[config.mk]
export PLATFORM = sky130hd
export DESIGN_NAME = dist_packet_reader_flat
export DESIGN_NICKNAME = d
export VERILOG_FILES = /design/src/rtl/dist_packet_reader_if.sv /design/src/rtl/dist_packet_reader.sv /design/src/flat_wrapper.sv
export SDC_FILE = /design/constraint.sdc
export NUM_CORES = 1
export LEC_CHECK = 0
export ABC_AREA = 1
export ABC_CLOCK_PERIOD_IN_PS = 5850
export CORE_MARGIN = 3
export CORE_UTILIZATION = 56
export CTS_CLUSTER_DIAMETER = 120
export DETAILED_ROUTE_END_ITERATION = 10
export GPL_ROUTABILITY_DRIVEN = 0
export PLACE_DENSITY = 0.8
export SETUP_SLACK_MARGIN = 0.02
export SLEW_MARGIN = 20
export SYNTH_ARGS = -nofsm -noshare
export SYNTH_HDL_FRONTEND = slang
export SYNTH_SLANG_ARGS = --single-unit
[constraint.sdc]
create_clock -name i_clk_50m -period 5.85 [get_ports i_clk_50m]
set_input_delay 1.17 -clock i_clk_50m [delete_from_list [all_inputs] [get_ports i_clk_50m]]
set_output_delay 1.17 -clock i_clk_50m [all_outputs]
set_load 0.01 [all_outputs]
[src/rtl/dist_packet_reader_if.sv]
`default_nettype none
// ============================================================================
//  dist_packet_reader_if
//  Packet request, packet-RAM read port and transmit byte-stream bundle for
//  the distance-packet reader.
//  master : the reader itself     slave : request source / RAM / transmitter
//  Rev 1.0  initial release
// ============================================================================
interface dist_packet_reader_if;
  logic        i_packet_make;
  logic        i_packet_pingpang;
  logic [15:0] i_packet_points;
  logic [15:0] i_scan_counter;
  logic [7:0]  i_telegram_no;
  logic [15:0] i_first_angle;
  logic [10:0] o_packet_rdaddr;
  logic [7:0]  i_packet_rddata;
  logic [7:0]  o_tx_data;
  logic        o_tx_valid;
  logic        i_tx_ready;
  logic        o_tx_sof;
  logic        o_tx_eof;
  logic        o_busy;
  logic        o_overrun;
  logic        o_len_error;

  modport master (
    input  i_packet_make, i_packet_pingpang, i_packet_points, i_scan_counter,
           i_telegram_no, i_first_angle, i_packet_rddata, i_tx_ready,
    output o_packet_rdaddr, o_tx_data, o_tx_valid, o_tx_sof, o_tx_eof,
           o_busy, o_overrun, o_len_error
  );

  modport slave (
    output i_packet_make, i_packet_pingpang, i_packet_points, i_scan_counter,
           i_telegram_no, i_first_angle, i_packet_rddata, i_tx_ready,
    input  o_packet_rdaddr, o_tx_data, o_tx_valid, o_tx_sof, o_tx_eof,
           o_busy, o_overrun, o_len_error
  );
endinterface
`default_nettype wire

[src/rtl/dist_packet_reader.sv]
`default_nettype none
// ============================================================================
//  dist_packet_reader
//  Reads a completed bank of the distance-packet ping-pong RAM and serialises
//  header + payload (+ optional XOR checksum) as a valid/ready byte stream.
//  Optional feature macro: DIST_PACKET_READER_CKSUM_EN (appends checksum byte)
//  Rev 1.0  initial release
// ============================================================================
module dist_packet_reader #(
  parameter int         RD_LAT     = 1,
  parameter int         MAX_POINTS = 250,
  parameter logic [9:0] BASE_ADDR  = 10'd0,
  parameter logic [7:0] SYNC0      = 8'hA5,
  parameter logic [7:0] SYNC1      = 8'h5A
) (
  input wire logic             i_clk_50m,
  input wire logic             i_rst,
  dist_packet_reader_if.master bus
);

  localparam logic [15:0] MAX_PTS  = 16'(MAX_POINTS);
  localparam logic [1:0]  LAT_LAST = 2'(RD_LAT - 1);

  typedef enum logic [2:0] {
    S_IDLE = 3'd0,
    S_HDR  = 3'd1,
    S_RD   = 3'd2,
    S_CAP  = 3'd3,
    S_SEND = 3'd4,
    S_CK   = 3'd5,
    S_END  = 3'd6
  } state_t;

`ifdef DIST_PACKET_READER_CKSUM_EN
  localparam logic   CKSUM_ON = 1'b1;
  localparam state_t DONE_ST  = S_CK;
`else
  localparam logic   CKSUM_ON = 1'b0;
  localparam state_t DONE_ST  = S_END;
`endif

  state_t      state;

  // one-deep pending request
  logic        pend_valid;
  logic        pend_bank;
  logic [15:0] pend_pts;
  logic [15:0] pend_scan;
  logic [15:0] pend_angle;
  logic [7:0]  pend_tel;
  logic        overrun_q;
  logic        len_err_q;

  // request being transmitted
  logic        act_bank;
  logic [15:0] act_pts;
  logic [15:0] act_scan;
  logic [15:0] act_angle;
  logic [7:0]  act_tel;

  logic [3:0]  hdr_idx;
  logic [11:0] idx;
  logic [1:0]  lat_cnt;
  logic [10:0] rdaddr;
  logic [7:0]  tx_data;
  logic        tx_valid;
  logic        sof;
  logic        eof;
  logic        busy;
`ifdef DIST_PACKET_READER_CKSUM_EN
  logic [7:0]  cks;
`endif

  logic        take;
  logic        pts_zero;
  logic [3:0]  hdr_nidx;
  logic [7:0]  hdr_byte;
  logic [11:0] len;
  logic [11:0] idx_next;
  logic        last_pl;
  logic        hs;

  // IDLE consumes the pending slot in the same clock it starts a frame
  assign take     = (state == S_IDLE) && pend_valid;
  assign pts_zero = (act_pts == 16'd0);
  assign hdr_nidx = hdr_idx + 4'd1;
  assign len      = {act_pts[9:0], 2'b00};
  assign idx_next = idx + 12'd1;
  assign last_pl  = (idx_next == len);
  assign hs       = tx_valid && bus.i_tx_ready;

  // Select the header byte that follows the one currently on the bus
  always_comb begin
    hdr_byte = act_pts[7:0];
    case (hdr_nidx)
      4'd1:    hdr_byte = SYNC1;
      4'd2:    hdr_byte = act_tel;
      4'd3:    hdr_byte = act_scan[15:8];
      4'd4:    hdr_byte = act_scan[7:0];
      4'd5:    hdr_byte = act_angle[15:8];
      4'd6:    hdr_byte = act_angle[7:0];
      4'd7:    hdr_byte = act_pts[15:8];
      default: hdr_byte = act_pts[7:0];
    endcase
  end

  // Capture requests into the pending slot; flag overwrite and clamping
  always_ff @(posedge i_clk_50m or posedge i_rst) begin
    if (i_rst) begin
      pend_valid <= 1'b0;
      pend_bank  <= 1'b0;
      pend_pts   <= 16'd0;
      pend_scan  <= 16'd0;
      pend_angle <= 16'd0;
      pend_tel   <= 8'd0;
      overrun_q  <= 1'b0;
      len_err_q  <= 1'b0;
    end else begin
      overrun_q <= 1'b0;
      len_err_q <= 1'b0;
      if (bus.i_packet_make) begin
        pend_valid <= 1'b1;
        pend_bank  <= bus.i_packet_pingpang;
        pend_pts   <= (bus.i_packet_points > MAX_PTS) ? MAX_PTS : bus.i_packet_points;
        pend_scan  <= bus.i_scan_counter;
        pend_angle <= bus.i_first_angle;
        pend_tel   <= bus.i_telegram_no;
        len_err_q  <= (bus.i_packet_points > MAX_PTS);
        overrun_q  <= pend_valid && !take;
      end else if (take) begin
        pend_valid <= 1'b0;
      end
    end
  end

  // Frame sequencer: header, RAM read/capture/send per payload byte, trailer
  always_ff @(posedge i_clk_50m or posedge i_rst) begin
    if (i_rst) begin
      state     <= S_IDLE;
      act_bank  <= 1'b0;
      act_pts   <= 16'd0;
      act_scan  <= 16'd0;
      act_angle <= 16'd0;
      act_tel   <= 8'd0;
      hdr_idx   <= 4'd0;
      idx       <= 12'd0;
      lat_cnt   <= 2'd0;
      rdaddr    <= 11'd0;
      tx_data   <= 8'd0;
      tx_valid  <= 1'b0;
      sof       <= 1'b0;
      eof       <= 1'b0;
      busy      <= 1'b0;
`ifdef DIST_PACKET_READER_CKSUM_EN
      cks       <= 8'd0;
`endif
    end else begin
      case (state)
        S_IDLE: begin
          if (pend_valid) begin
            act_bank  <= pend_bank;
            act_pts   <= pend_pts;
            act_scan  <= pend_scan;
            act_angle <= pend_angle;
            act_tel   <= pend_tel;
            hdr_idx   <= 4'd0;
            idx       <= 12'd0;
            tx_data   <= SYNC0;
            tx_valid  <= 1'b1;
            sof       <= 1'b1;
            eof       <= 1'b0;
            busy      <= 1'b1;
`ifdef DIST_PACKET_READER_CKSUM_EN
            cks       <= 8'd0;
`endif
            state     <= S_HDR;
          end
        end
        S_HDR: begin
          if (hs) begin
`ifdef DIST_PACKET_READER_CKSUM_EN
            // sync bytes are excluded from the checksum
            if (hdr_idx >= 4'd2) cks <= cks ^ tx_data;
`endif
            sof <= 1'b0;
            if (hdr_idx == 4'd8) begin
              tx_valid <= 1'b0;
              eof      <= 1'b0;
              if (!pts_zero) begin
                rdaddr  <= {act_bank, BASE_ADDR};
                lat_cnt <= 2'd0;
                state   <= S_RD;
              end else begin
                state <= DONE_ST;
              end
            end else begin
              hdr_idx <= hdr_nidx;
              tx_data <= hdr_byte;
              eof     <= (hdr_nidx == 4'd8) && pts_zero && !CKSUM_ON;
            end
          end
        end
        S_RD: begin
          if (lat_cnt == LAT_LAST) state <= S_CAP;
          else                     lat_cnt <= lat_cnt + 2'd1;
        end
        S_CAP: begin
          tx_data  <= bus.i_packet_rddata;
          tx_valid <= 1'b1;
          eof      <= last_pl && !CKSUM_ON;
          state    <= S_SEND;
        end
        S_SEND: begin
          if (hs) begin
`ifdef DIST_PACKET_READER_CKSUM_EN
            cks <= cks ^ tx_data;
`endif
            tx_valid <= 1'b0;
            eof      <= 1'b0;
            idx      <= idx_next;
            if (last_pl) begin
              state <= DONE_ST;
            end else begin
              rdaddr  <= {act_bank, BASE_ADDR + idx_next[9:0]};
              lat_cnt <= 2'd0;
              state   <= S_RD;
            end
          end
        end
`ifdef DIST_PACKET_READER_CKSUM_EN
        S_CK: begin
          if (!tx_valid) begin
            tx_data  <= cks;
            tx_valid <= 1'b1;
            eof      <= 1'b1;
          end else if (bus.i_tx_ready) begin
            tx_valid <= 1'b0;
            eof      <= 1'b0;
            state    <= S_END;
          end
        end
`endif
        S_END: begin
          busy  <= 1'b0;
          state <= S_IDLE;
        end
        default: state <= S_IDLE;
      endcase
    end
  end

  assign bus.o_packet_rdaddr = rdaddr;
  assign bus.o_tx_data       = tx_data;
  assign bus.o_tx_valid      = tx_valid;
  assign bus.o_tx_sof        = sof;
  assign bus.o_tx_eof        = eof;
  assign bus.o_busy          = busy;
  assign bus.o_overrun       = overrun_q;
  assign bus.o_len_error     = len_err_q;

endmodule
`default_nettype wire
[src/flat_wrapper.sv]
// flat-port wrapper written by rule: the top's interface ports become plain ports
module dist_packet_reader_flat 
#(
  parameter int         RD_LAT     = 1,
  parameter int         MAX_POINTS = 250,
  parameter logic [9:0] BASE_ADDR  = 10'd0,
  parameter logic [7:0] SYNC0      = 8'hA5,
  parameter logic [7:0] SYNC1      = 8'h5A
)
  (i_clk_50m, i_rst, bus_i_packet_make, bus_i_packet_pingpang, bus_i_packet_points, bus_i_scan_counter, bus_i_telegram_no, bus_i_first_angle, bus_i_packet_rddata, bus_i_tx_ready, bus_o_packet_rdaddr, bus_o_tx_data, bus_o_tx_valid, bus_o_tx_sof, bus_o_tx_eof, bus_o_busy, bus_o_overrun, bus_o_len_error);
  dist_packet_reader_if bus_i ();
  input wire logic i_clk_50m;
  input wire logic i_rst;
  input wire logic [$bits(bus_i.i_packet_make)-1:0] bus_i_packet_make;
  input wire logic [$bits(bus_i.i_packet_pingpang)-1:0] bus_i_packet_pingpang;
  input wire logic [$bits(bus_i.i_packet_points)-1:0] bus_i_packet_points;
  input wire logic [$bits(bus_i.i_scan_counter)-1:0] bus_i_scan_counter;
  input wire logic [$bits(bus_i.i_telegram_no)-1:0] bus_i_telegram_no;
  input wire logic [$bits(bus_i.i_first_angle)-1:0] bus_i_first_angle;
  input wire logic [$bits(bus_i.i_packet_rddata)-1:0] bus_i_packet_rddata;
  input wire logic [$bits(bus_i.i_tx_ready)-1:0] bus_i_tx_ready;
  output wire logic [$bits(bus_i.o_packet_rdaddr)-1:0] bus_o_packet_rdaddr;
  output wire logic [$bits(bus_i.o_tx_data)-1:0] bus_o_tx_data;
  output wire logic [$bits(bus_i.o_tx_valid)-1:0] bus_o_tx_valid;
  output wire logic [$bits(bus_i.o_tx_sof)-1:0] bus_o_tx_sof;
  output wire logic [$bits(bus_i.o_tx_eof)-1:0] bus_o_tx_eof;
  output wire logic [$bits(bus_i.o_busy)-1:0] bus_o_busy;
  output wire logic [$bits(bus_i.o_overrun)-1:0] bus_o_overrun;
  output wire logic [$bits(bus_i.o_len_error)-1:0] bus_o_len_error;
  assign bus_i.i_packet_make = bus_i_packet_make;
  assign bus_i.i_packet_pingpang = bus_i_packet_pingpang;
  assign bus_i.i_packet_points = bus_i_packet_points;
  assign bus_i.i_scan_counter = bus_i_scan_counter;
  assign bus_i.i_telegram_no = bus_i_telegram_no;
  assign bus_i.i_first_angle = bus_i_first_angle;
  assign bus_i.i_packet_rddata = bus_i_packet_rddata;
  assign bus_i.i_tx_ready = bus_i_tx_ready;
  assign bus_o_packet_rdaddr = bus_i.o_packet_rdaddr;
  assign bus_o_tx_data = bus_i.o_tx_data;
  assign bus_o_tx_valid = bus_i.o_tx_valid;
  assign bus_o_tx_sof = bus_i.o_tx_sof;
  assign bus_o_tx_eof = bus_i.o_tx_eof;
  assign bus_o_busy = bus_i.o_busy;
  assign bus_o_overrun = bus_i.o_overrun;
  assign bus_o_len_error = bus_i.o_len_error;
  dist_packet_reader #(.RD_LAT(RD_LAT), .MAX_POINTS(MAX_POINTS), .BASE_ADDR(BASE_ADDR), .SYNC0(SYNC0), .SYNC1(SYNC1)) u_core (.i_clk_50m(i_clk_50m), .i_rst(i_rst), .bus(bus_i));
endmodule
== Word level (Yosys, flattened, before mapping) ==
Index checks and enable logic that the tools add are counted.
Operators by class
  muxes and demuxes: 49
  $lt $le $gt $ge: 1
  eq/ne operators: 24
  add/subtract/negate cells: 3
  reduce and logical (&&, ||, !) cells: 27
Operators by type and width (number)
  case mux 8 bit (7 select lines): 1
  two-way mux 11 bit: 5
  two-way mux 12 bit: 2
  two-way mux 8 bit: 3
  case mux 12 bit (2 select lines): 1
  case mux 8 bit (3 select lines): 1
  case mux 11 bit (2 select lines): 1
  two-way mux 3 bit: 7
  equality test 4 x 3 -> 1 bit, second input constant: 4
  greater-than comparator 16 x 8 -> 1 bit, second input constant: 1
  zero test 16 bit: 1
  two-way mux 16 bit: 1
  case mux 3 bit (5 select lines): 1
  adder 12 x 1 -> 12 bit, second input constant: 1
  equality test 12 bit: 1
  two-way mux 2 bit: 6
  two-way mux 4 bit: 3
  AND reduction 4 bit: 3
  two-way mux 1 bit: 11
  inequality test 2 x 1 -> 1 bit, second input constant: 5
  AND reduction 5 bit: 2
  nonzero test 2 bit: 5
  equality test 4 x 2 -> 1 bit, second input constant: 2
  equality test 4 bit, second input constant: 2
  21 further kinds: 34
Storage, ports and cells
  input port bits: 69
  logic and storage cells: 127
  output and inout port bits: 25
  register bits: 161

== Logic depth before layout (Yosys ltp) ==
Gate-level depths: netlist (run 1).
  depth after elaboration: 6
  depth in mapped cells: 15
  depth with buffers taken out: 14

== Least setup slack after synthesis (run 1) ==
Ideal clock, no wire load.
  path type: input to register
  start point: input port bus_i_packet_points[10]
  end point: register u_core.pend_pts[1]
  library setup time: 0.129 ns
  stages on the path: 6
  path slack: 3.725 ns
  path buffers: 0
  data arrival time: 1.996 ns
  required time: 5.721 ns
  path through: nor4_1 -> nand2_1 -> nor3_1 -> nand2_1 -> nand2_1 -> o21ai_0
On the way
  word-level cells in the longest chain between the ends: 2
Ends and longest elaborated chain
  start, declared: line flat_wrapper.sv:16  | input wire logic [$bits(bus_i.i_packet_points)-1:0] bus_i_packet_points;
  greater-than comparator 16 x 8 -> 1 bit: line dist_packet_reader.sv:124  | pend_pts <= (bus.i_packet_points > MAX_PTS) ? MAX_PTS : bus.i_packet_points;
  two-way mux 16 bit: line dist_packet_reader.sv:124
  end signal, assigned: line dist_packet_reader.sv:124
  end, declared: line dist_packet_reader.sv:47  | logic [15:0] pend_pts;
No other way between the ends.
A chain may end at the register's enable or synchronous reset.

== Worst setup path after layout (run 1) ==
  start point: register u_core.state[1]
  end point: register u_core.idx[1]
On the way
  word-level cells in the longest chain between the ends: 3
  elaborated cells between the ends (all ways): 7
  classes of those cells: eq/ne: 3; mux: 1; reduce/logical: 3
Ends and longest elaborated chain
  start, declared: line dist_packet_reader.sv:42  | state_t state;
  start signal, assigned: line dist_packet_reader.sv:139  | state <= S_IDLE;
  start signal, assigned: line dist_packet_reader.sv:176  | state <= S_HDR;
  start signal, assigned: line dist_packet_reader.sv:192  | state <= S_RD;
  equality test 3 bit / zero test 3 bit (equally long branches): line dist_packet_reader.sv:158  | case (state)
  inequality test 2 x 1 -> 1 bit (no line) / nonzero test 2 bit (equally long branches)
  AND reduction 3 bit (no line)
  end signal, assigned: line dist_packet_reader.sv:220  | idx <= idx_next;
  end, declared: line dist_packet_reader.sv:62  | logic [11:0] idx;
Parallel ways exist; a longest one is shown, timed or not.

==> results.sh, run 1 <==
export IMPL_outcome="finished, final reports clean"
export IMPL_dp_worst_setup_slack_ns=2.81
export IMPL_finalWirelength_um=17400
export IMPL_synth_top_area_cell="dfrtp_1"
export IMPL_skew_ns=0.00697
export IMPL_synth_area_mm2=0.00761
export IMPL_crit_path_end_kind="flip-flop"
export IMPL_r2r_end="u_core.idx[1]$_DFFE_PP0P_"
export IMPL_clockPowerShare_pct=28.7
export IMPL_cts_tree="built"
export IMPL_multiInputGateArea_mm2=0.00300
export IMPL_worst_setup_path_start_kind="flip-flop"
export IMPL_max_freq_mhz=298
export IMPL_dp_hpwl_um=12300
export IMPL_viasPerCell=5.28
export IMPL_insertion_delay_ns=0.43
export IMPL_core_mm2=0.0129
export IMPL_post_route_min_period_ns=3.35
export IMPL_hold_violations=0
export IMPL_io_pins=94
export IMPL_maxSlewViolCount=0
export IMPL_power_frac_seq_pct=37.9
export IMPL_layout_common_cells="280 x nand2_1, 161 x dfrtp_1, 116 x o21ai_0"
export IMPL_cts_resized=0
export IMPL_clk_pin_slew_worst_paths_ns=0.06
export IMPL_seqCellArea_mm2=0.00403
export IMPL_p_leak_nw=4.27
export IMPL_area_growth_pct=21.9
export IMPL_drt_iter0_drc=624
export IMPL_synth_area_leaders="dfrtp_1 53%, nand2_1 14%, o21ai_0 7.6%, inv_1 5.2%, nor2_1 3.8%"
export IMPL_critPathRequiredTime_ns=6.16
export IMPL_die_h_um=123
export IMPL_grt_pass1_wl_um=29000
export IMPL_post_cts_buffers=0
export IMPL_synth_yosys_warnings=0
export IMPL_r2r_start="u_core.state[1]$_DFFE_PP0P_"
export IMPL_drc=0
export IMPL_cts_hold_buf=0
export IMPL_drtAntennaViolNets=0
export IMPL_grt_antenna_before_repair=0
export IMPL_layout_commonest_cell="nand2_1"
export IMPL_p_int_w=0.00252
export IMPL_critPathMaxFanout=77
export IMPL_min_period_over_period_pct=57.3
export IMPL_vias=6386
export IMPL_grt_overflow=0
export IMPL_max_slew_margin_pct=42.7
export IMPL_cts_inserted_buffers=17
export IMPL_critPathCapture="u_core.idx[1]$_DFFE_PP0P_"
export IMPL_p_sw_w=0.00150
export IMPL_hold_class="flip-flop to flip-flop"
export IMPL_synth_nets=1016
export IMPL_cts_root_buf="clkbuf_16"
export IMPL_syn_instance_count=938
export IMPL_netlist_area_leader_share_pct=53.0
export IMPL_grt_max_degree=96
export IMPL_row_count=41
export IMPL_pwr_share_comb_pct=33.4
export IMPL_sw_frac_of_total_pct=37.3
export IMPL_drv_cap=0
export IMPL_critical_path_arrival_ns=3.67
export IMPL_ys_ff_latch=161
export IMPL_drtPass1Iterations=7
export IMPL_initial_utilization_pct=58.9
export IMPL_gr_usage_all_layers_pct=24.7
export IMPL_final_layout_size_suffix_gt1_share_pct=8.09
export IMPL_powerDensity_mw_per_mm2=434
export IMPL_filler_cell_count=1028
export IMPL_die_w_um=123
export IMPL_cts_sinks=161
export IMPL_startpoint="u_core.state[1]$_DFFE_PP0P_"
export IMPL_ys_seq_area_share_pct=53.0
export IMPL_yosysUniqueCellTypes=36
export IMPL_critical_path_class="flip-flop to flip-flop"
export IMPL_worstMarginPinSlew_ns=0.859
export IMPL_port_buffers=93
export IMPL_setup_viol=0
export IMPL_clock_path_buffers=2
export IMPL_nets=1103
export IMPL_num_antenna_cells=0
export IMPL_die_area_mm2=0.0150
export IMPL_reg2reg_depth=9
export IMPL_ir_worst_vdd_v=0.000240
export IMPL_wire_per_inst_um=14.3
export IMPL_timing_final_ws_setup_ns=2.50
export IMPL_avgSynthCellArea_um2=8.11
export IMPL_setup_tns_ns=0
export IMPL_rsz0062_at_grt="no"
export IMPL_htreeDepth=4
export IMPL_grt_pass1_vias=6025
export IMPL_ff2ff_setup_slack_ns=2.50
==> synth_stat cells <==
cell type	count
nand2_1	280
dfrtp_1	161
o21ai_0	116
inv_1	106
nor2_1	78
nand3_1	40
nand4_1	24
clkbuf_1	19
a21oi_1	18
ha_1	9
o22ai_1	9
a21oi_2	8
inv_2	8
nor2_2	8
nand2_2	6
o21ai_1	6
a211oi_1	4
buf_1	4
buf_2	4
nor2_4	4
clkinv_1	3
nand3_2	3
nor4_1	3
buf_6	2
nor2_8	2
nor3_1	2
xor2_2	2
a21boi_0	1
a31oi_1	1
and3_1	1
buf_4	1
mux2_2	1
nand2_4	1
nand3_4	1
nor3b_1	1
or3b_2	1
==> power groups by stage <==
stage               logic (W)  clock network [W]  registers [W]
finish                0.00134            0.00115        0.00153
global route          0.00152            0.00121        0.00155
CTS                   0.00134            0.00116        0.00152
detailed placement    0.00133                  0        0.00154
global placement      0.00128                  0        0.00153
floorplan            0.000940                  0        0.00151
==> state kept, by name, summed over array words and instances (netlist names) <==
signal,flops
u_core.bus.o_tx_valid,1
u_core.act_angle,16
u_core.lat_cnt,2
u_core.bus.o_tx_sof,1
u_core.pend_pts,16
u_core.idx,12
u_core.bus.o_packet_rdaddr,11
u_core.hdr_idx,4
u_core.pend_scan,16
u_core.act_tel,8
u_core.pend_tel,8
u_core.bus.o_tx_data,8
u_core.state,3
u_core.act_pts,16
u_core.act_scan,16
u_core.bus.o_busy,1
u_core.act_bank,1
u_core.pend_bank,1
u_core.pend_angle,16
u_core.bus.o_len_error,1
u_core.pend_valid,1
u_core.bus.o_overrun,1
u_core.bus.o_tx_eof,1
==> worst min-delay path by stage <==
| stage | start | end | slack, ns | cells after the start |
|---|---|---|---|---|
| global placement | u_core.pend_pts[11]$_DFFE_PP0P_ | u_core.pend_pts[11]$_DFFE_PP0P_ | 0.45 | 2 |
| global route | u_core.pend_pts[8]$_DFFE_PP0P_ | u_core.pend_pts[8]$_DFFE_PP0P_ | 0.50 | 2 |
| floorplan | u_core.lat_cnt[1]$_DFFE_PP0P_ | u_core.lat_cnt[1]$_DFFE_PP0P_ | 0.44 | 2 |
| CTS | u_core.bus.o_packet_rdaddr[2]$_DFFE_PP0P_ | u_core.bus.o_packet_rdaddr[2]$_DFFE_PP0P_ | 0.48 | 2 |
| finish | u_core.bus.o_packet_rdaddr[1]$_DFFE_PP0P_ | u_core.bus.o_packet_rdaddr[1]$_DFFE_PP0P_ | 0.48 | 2 |
| detailed placement | u_core.bus.o_packet_rdaddr[2]$_DFFE_PP0P_ | u_core.bus.o_packet_rdaddr[2]$_DFFE_PP0P_ | 0.46 | 2 |
==> critical path, cell delays in order, from the launching register on <==
cell and delay (ns):
dfrtp_1 0.47, inv_2 0.12, nand2_2 0.09, nor2_1 0.23
inv_2 0.07, nor2_2 0.08, buf_4 0.32, clkinv_2 0.75
nand2_1 0.70, mux2_2 0.40
==> routing by layer <==
layer,GRT usage [%],wire length [um],vias up
met5,0,0,-
met4,8.75,359,0
li1,-,-,3164
met1,34.4,7980,2974
met2,39.3,8050,224
met3,4.47,963,24
==> area by class of cell <==
class / instances / share of cell area, %
timing repair buffer: 98 / 10.4
sequential: 161 / 43.4
multi-input combinational: 630 / 32.4
inverter: 117 / 4.80
tap: 172 / 2.32
clock buffer: 18 / 4.73
clock inverter: 14 / 1.93
==> kinds of logic (layout without fill, tap and decap cells) <==
family	count (synthesis)	count (layout)	synth area share, %
flops	161	161	53.0
fa+ha+maj	9	9	1.48
buf+inv	147	247	7.56
mux	1	1	0.148
compound gates	163	163	11.4
xor+xnor	2	2	0.428
simple gates	455	455	26.0
==> metrics by stage <==
stage	power [W]	cell area [um2]	std cells	utilization (%)	hold WS [ns]
finish	0.00402	9280	1210	71.7	0.476
global route	0.00428	9280	1210	71.7	0.503
CTS	0.00403	9270	1210	71.7	0.480
detailed placement	0.00286	8660	1178	67.0	0.464
global placement	0.00281	8660	1178	67.0	0.453
floorplan	0.00245	7610	938	-	0.442
Note: power is estimated with default switching activity, not from simulation.
==> run 2, diff against run 1 <==
ABC_CLOCK_PERIOD_IN_PS = 2800   (was 5850)
CORE_UTILIZATION = 50   (was 56)
PLACE_DENSITY = 0.76   (was 0.8)
clock period = 2.8 ns   (was 5.85 ns; I/O delays follow)
==> results.sh, run 2 (synthesis results as in run 1) <==
export IMPL_hold_class="primary input to async pin"
export IMPL_die_w_um=129
export IMPL_critPathRequiredTime_ns=3.16
export IMPL_filler_cell_count=1268
export IMPL_grt_antenna_before_repair=0
export IMPL_rsz0062_at_grt="no"
export IMPL_vias=6409
export IMPL_fin_util_pct=63.3
export IMPL_cpPeakStageDelay_ns=0.42
export IMPL_ir_worst_vdd_v=0.000511
export IMPL_critical_path_class="flip-flop to flip-flop"
export IMPL_seqCellArea_mm2=0.00403
export IMPL_drt_iter0_drc=450
export IMPL_clock_path_buffers=2
export IMPL_grt_max_degree=60
export IMPL_pwr_share_comb_pct=35.3
export IMPL_cts_hold_buf=0
export IMPL_powerDensity_mw_per_mm2=877
export IMPL_drv_cap=0
export IMPL_ff2ff_setup_slack_ns=0.56
export IMPL_crit_buf_inv=0
export IMPL_initial_utilization_pct=51.8
export IMPL_crit_path_frequent_cell="nand2_1"
export IMPL_path_cells="nand2_1 > nor2_2 > nand3_2 > nand3_1 > nand2_1 > nor2_1 > nand2_1 > nor2_2 > nand3_4 > nand3_2 > nand2_1 > nand2_1"
export IMPL_power_frac_seq_pct=39.0
export IMPL_critical_path_top_delay_family="simple AND/OR/NAND/NOR gates"
export IMPL_min_period_over_period_pct=80.1
export IMPL_p_sw_w=0.00306
export IMPL_startpoint="u_core.idx[2]$_DFFE_PP0P_"
export IMPL_port_buffers=93
export IMPL_worst_setup_path_start_kind="flip-flop"
export IMPL_post_route_min_period_ns=2.24
export IMPL_reg2reg_depth=12
export IMPL_row_count=44
export IMPL_grt_overflow=0
export IMPL_maxSlewViolCount=0
export IMPL_dp_hpwl_um=13000
export IMPL_p_leak_nw=4.29
export IMPL_core_mm2=0.0147
export IMPL_grt_pass1_wl_um=29300
export IMPL_final_layout_size_suffix_gt1_share_pct=8.52
export IMPL_multiInputGateArea_mm2=0.00300
export IMPL_drc=0
export IMPL_crit_slowest_cell="dfrtp_1"
export IMPL_post_cts_buffers=0
export IMPL_crit_path_end_kind="flip-flop"
export IMPL_cts_tree="built"
export IMPL_clk_pin_slew_worst_paths_ns=0.06
export IMPL_drtPass1Iterations=5
export IMPL_io_pins=94
export IMPL_outcome="finished, final reports clean"
export IMPL_cts_sinks=161
export IMPL_critPathMaxFanout=16
export IMPL_drtAntennaViolNets=0
export IMPL_insertion_delay_ns=0.42
export IMPL_cts_resized=0
export IMPL_layout_commonest_cell="nand2_1"
export IMPL_num_antenna_cells=0
export IMPL_htreeDepth=4
export IMPL_finalWirelength_um=17600
export IMPL_clockPowerShare_pct=25.7
export IMPL_r2r_end="u_core.bus.o_packet_rdaddr[0]$_DFFE_PP0P_"
export IMPL_cts_root_buf="clkbuf_16"
export IMPL_p_int_w=0.00510
export IMPL_fin_hold_ws_ns=0.461
export IMPL_gr_usage_all_layers_pct=22.2
export IMPL_r2r_start="u_core.idx[2]$_DFFE_PP0P_"
export IMPL_setup_viol=0
export IMPL_grt_pass1_vias=6052
export IMPL_max_freq_mhz=446
export IMPL_wire_per_inst_um=14.3
export IMPL_skew_ns=0.00499
export IMPL_layout_common_cells="280 x nand2_1, 161 x dfrtp_1, 116 x o21ai_0"
export IMPL_setup_tns_ns=0
export IMPL_worstMarginPinSlew_ns=0.545
export IMPL_max_slew_margin_pct=63.7
export IMPL_critical_path_arrival_ns=2.60
export IMPL_die_h_um=129
export IMPL_die_area_mm2=0.0167
export IMPL_area_growth_pct=22.4
export IMPL_cts_inserted_buffers=17
export IMPL_hold_violations=0
export IMPL_sw_frac_of_total_pct=37.5
export IMPL_nets=1111
export IMPL_viasPerCell=5.21
run 2: worst max path at each step:
| stage | endpoint | slack, ns | cells after the start |
|---|---|---|---|
| 2_1_floorplan | u_core.act_angle[0]$_DFFE_PP0P_ | 0.20 | 1 |
| 3_5_place_dp | u_core.bus.o_tx_data[0]$_DFFE_PP0P_ | 0.57 | 9 |
| 6_report | u_core.bus.o_packet_rdaddr[0]$_DFFE_PP0P_ | 0.56 | 12 |
| 5_1_grt | u_core.bus.o_packet_rdaddr[0]$_DFFE_PP0P_ | 0.33 | 13 |
| 4_1_cts | u_core.bus.o_packet_rdaddr[0]$_DFFE_PP0P_ | 0.59 | 12 |
| 3_3_place_gp | u_core.bus.o_tx_data[6]$_DFFE_PP0P_ | 0.61 | 9 |
run 2: metal layers:
metal | wire length, um | share of wire, % | GRT usage, % | vias to the layer above
met3 | 1090 | 6.2 | 4.29 | 30
li1 | - | - | - | 3184
met2 | 8000 | 45 | 33.8 | 202
met5 | 0 | 0 | 0 | -
met1 | 8180 | 46 | 32.0 | 2993
met4 | 357 | 2.0 | 7.60 | 0
run 2: power by group through the flow:
stage	Clock, W	Combinational (W)	Sequential [W]
finish	0.00210	0.00288	0.00318
global route	0.00226	0.00327	0.00324
CTS	0.00214	0.00288	0.00318
detailed placement	0	0.00286	0.00322
global placement	0	0.00279	0.00320
floorplan	0	0.00196	0.00316
run 2: area by class of cell:
cell class	count	area share (%)
repair buffers	106	11.4
multi-input cells	630	32.3
flip-flops and latches	161	43.3
clock buffers	23	5.24
inverters	117	4.76
clock inverters	8	0.605
well taps	184	2.47
run 2: through the flow:
step	setup WS (ns)	cells	instance area [um2]	power [W]
floorplan	0.197	938	7610	0.00513
CTS	0.585	1229	9310	0.00820
global placement	0.613	1198	8770	0.00600
finish	0.556	1229	9310	0.00816
detailed placement	0.572	1198	8770	0.00607
global route	0.333	1229	9310	0.00876
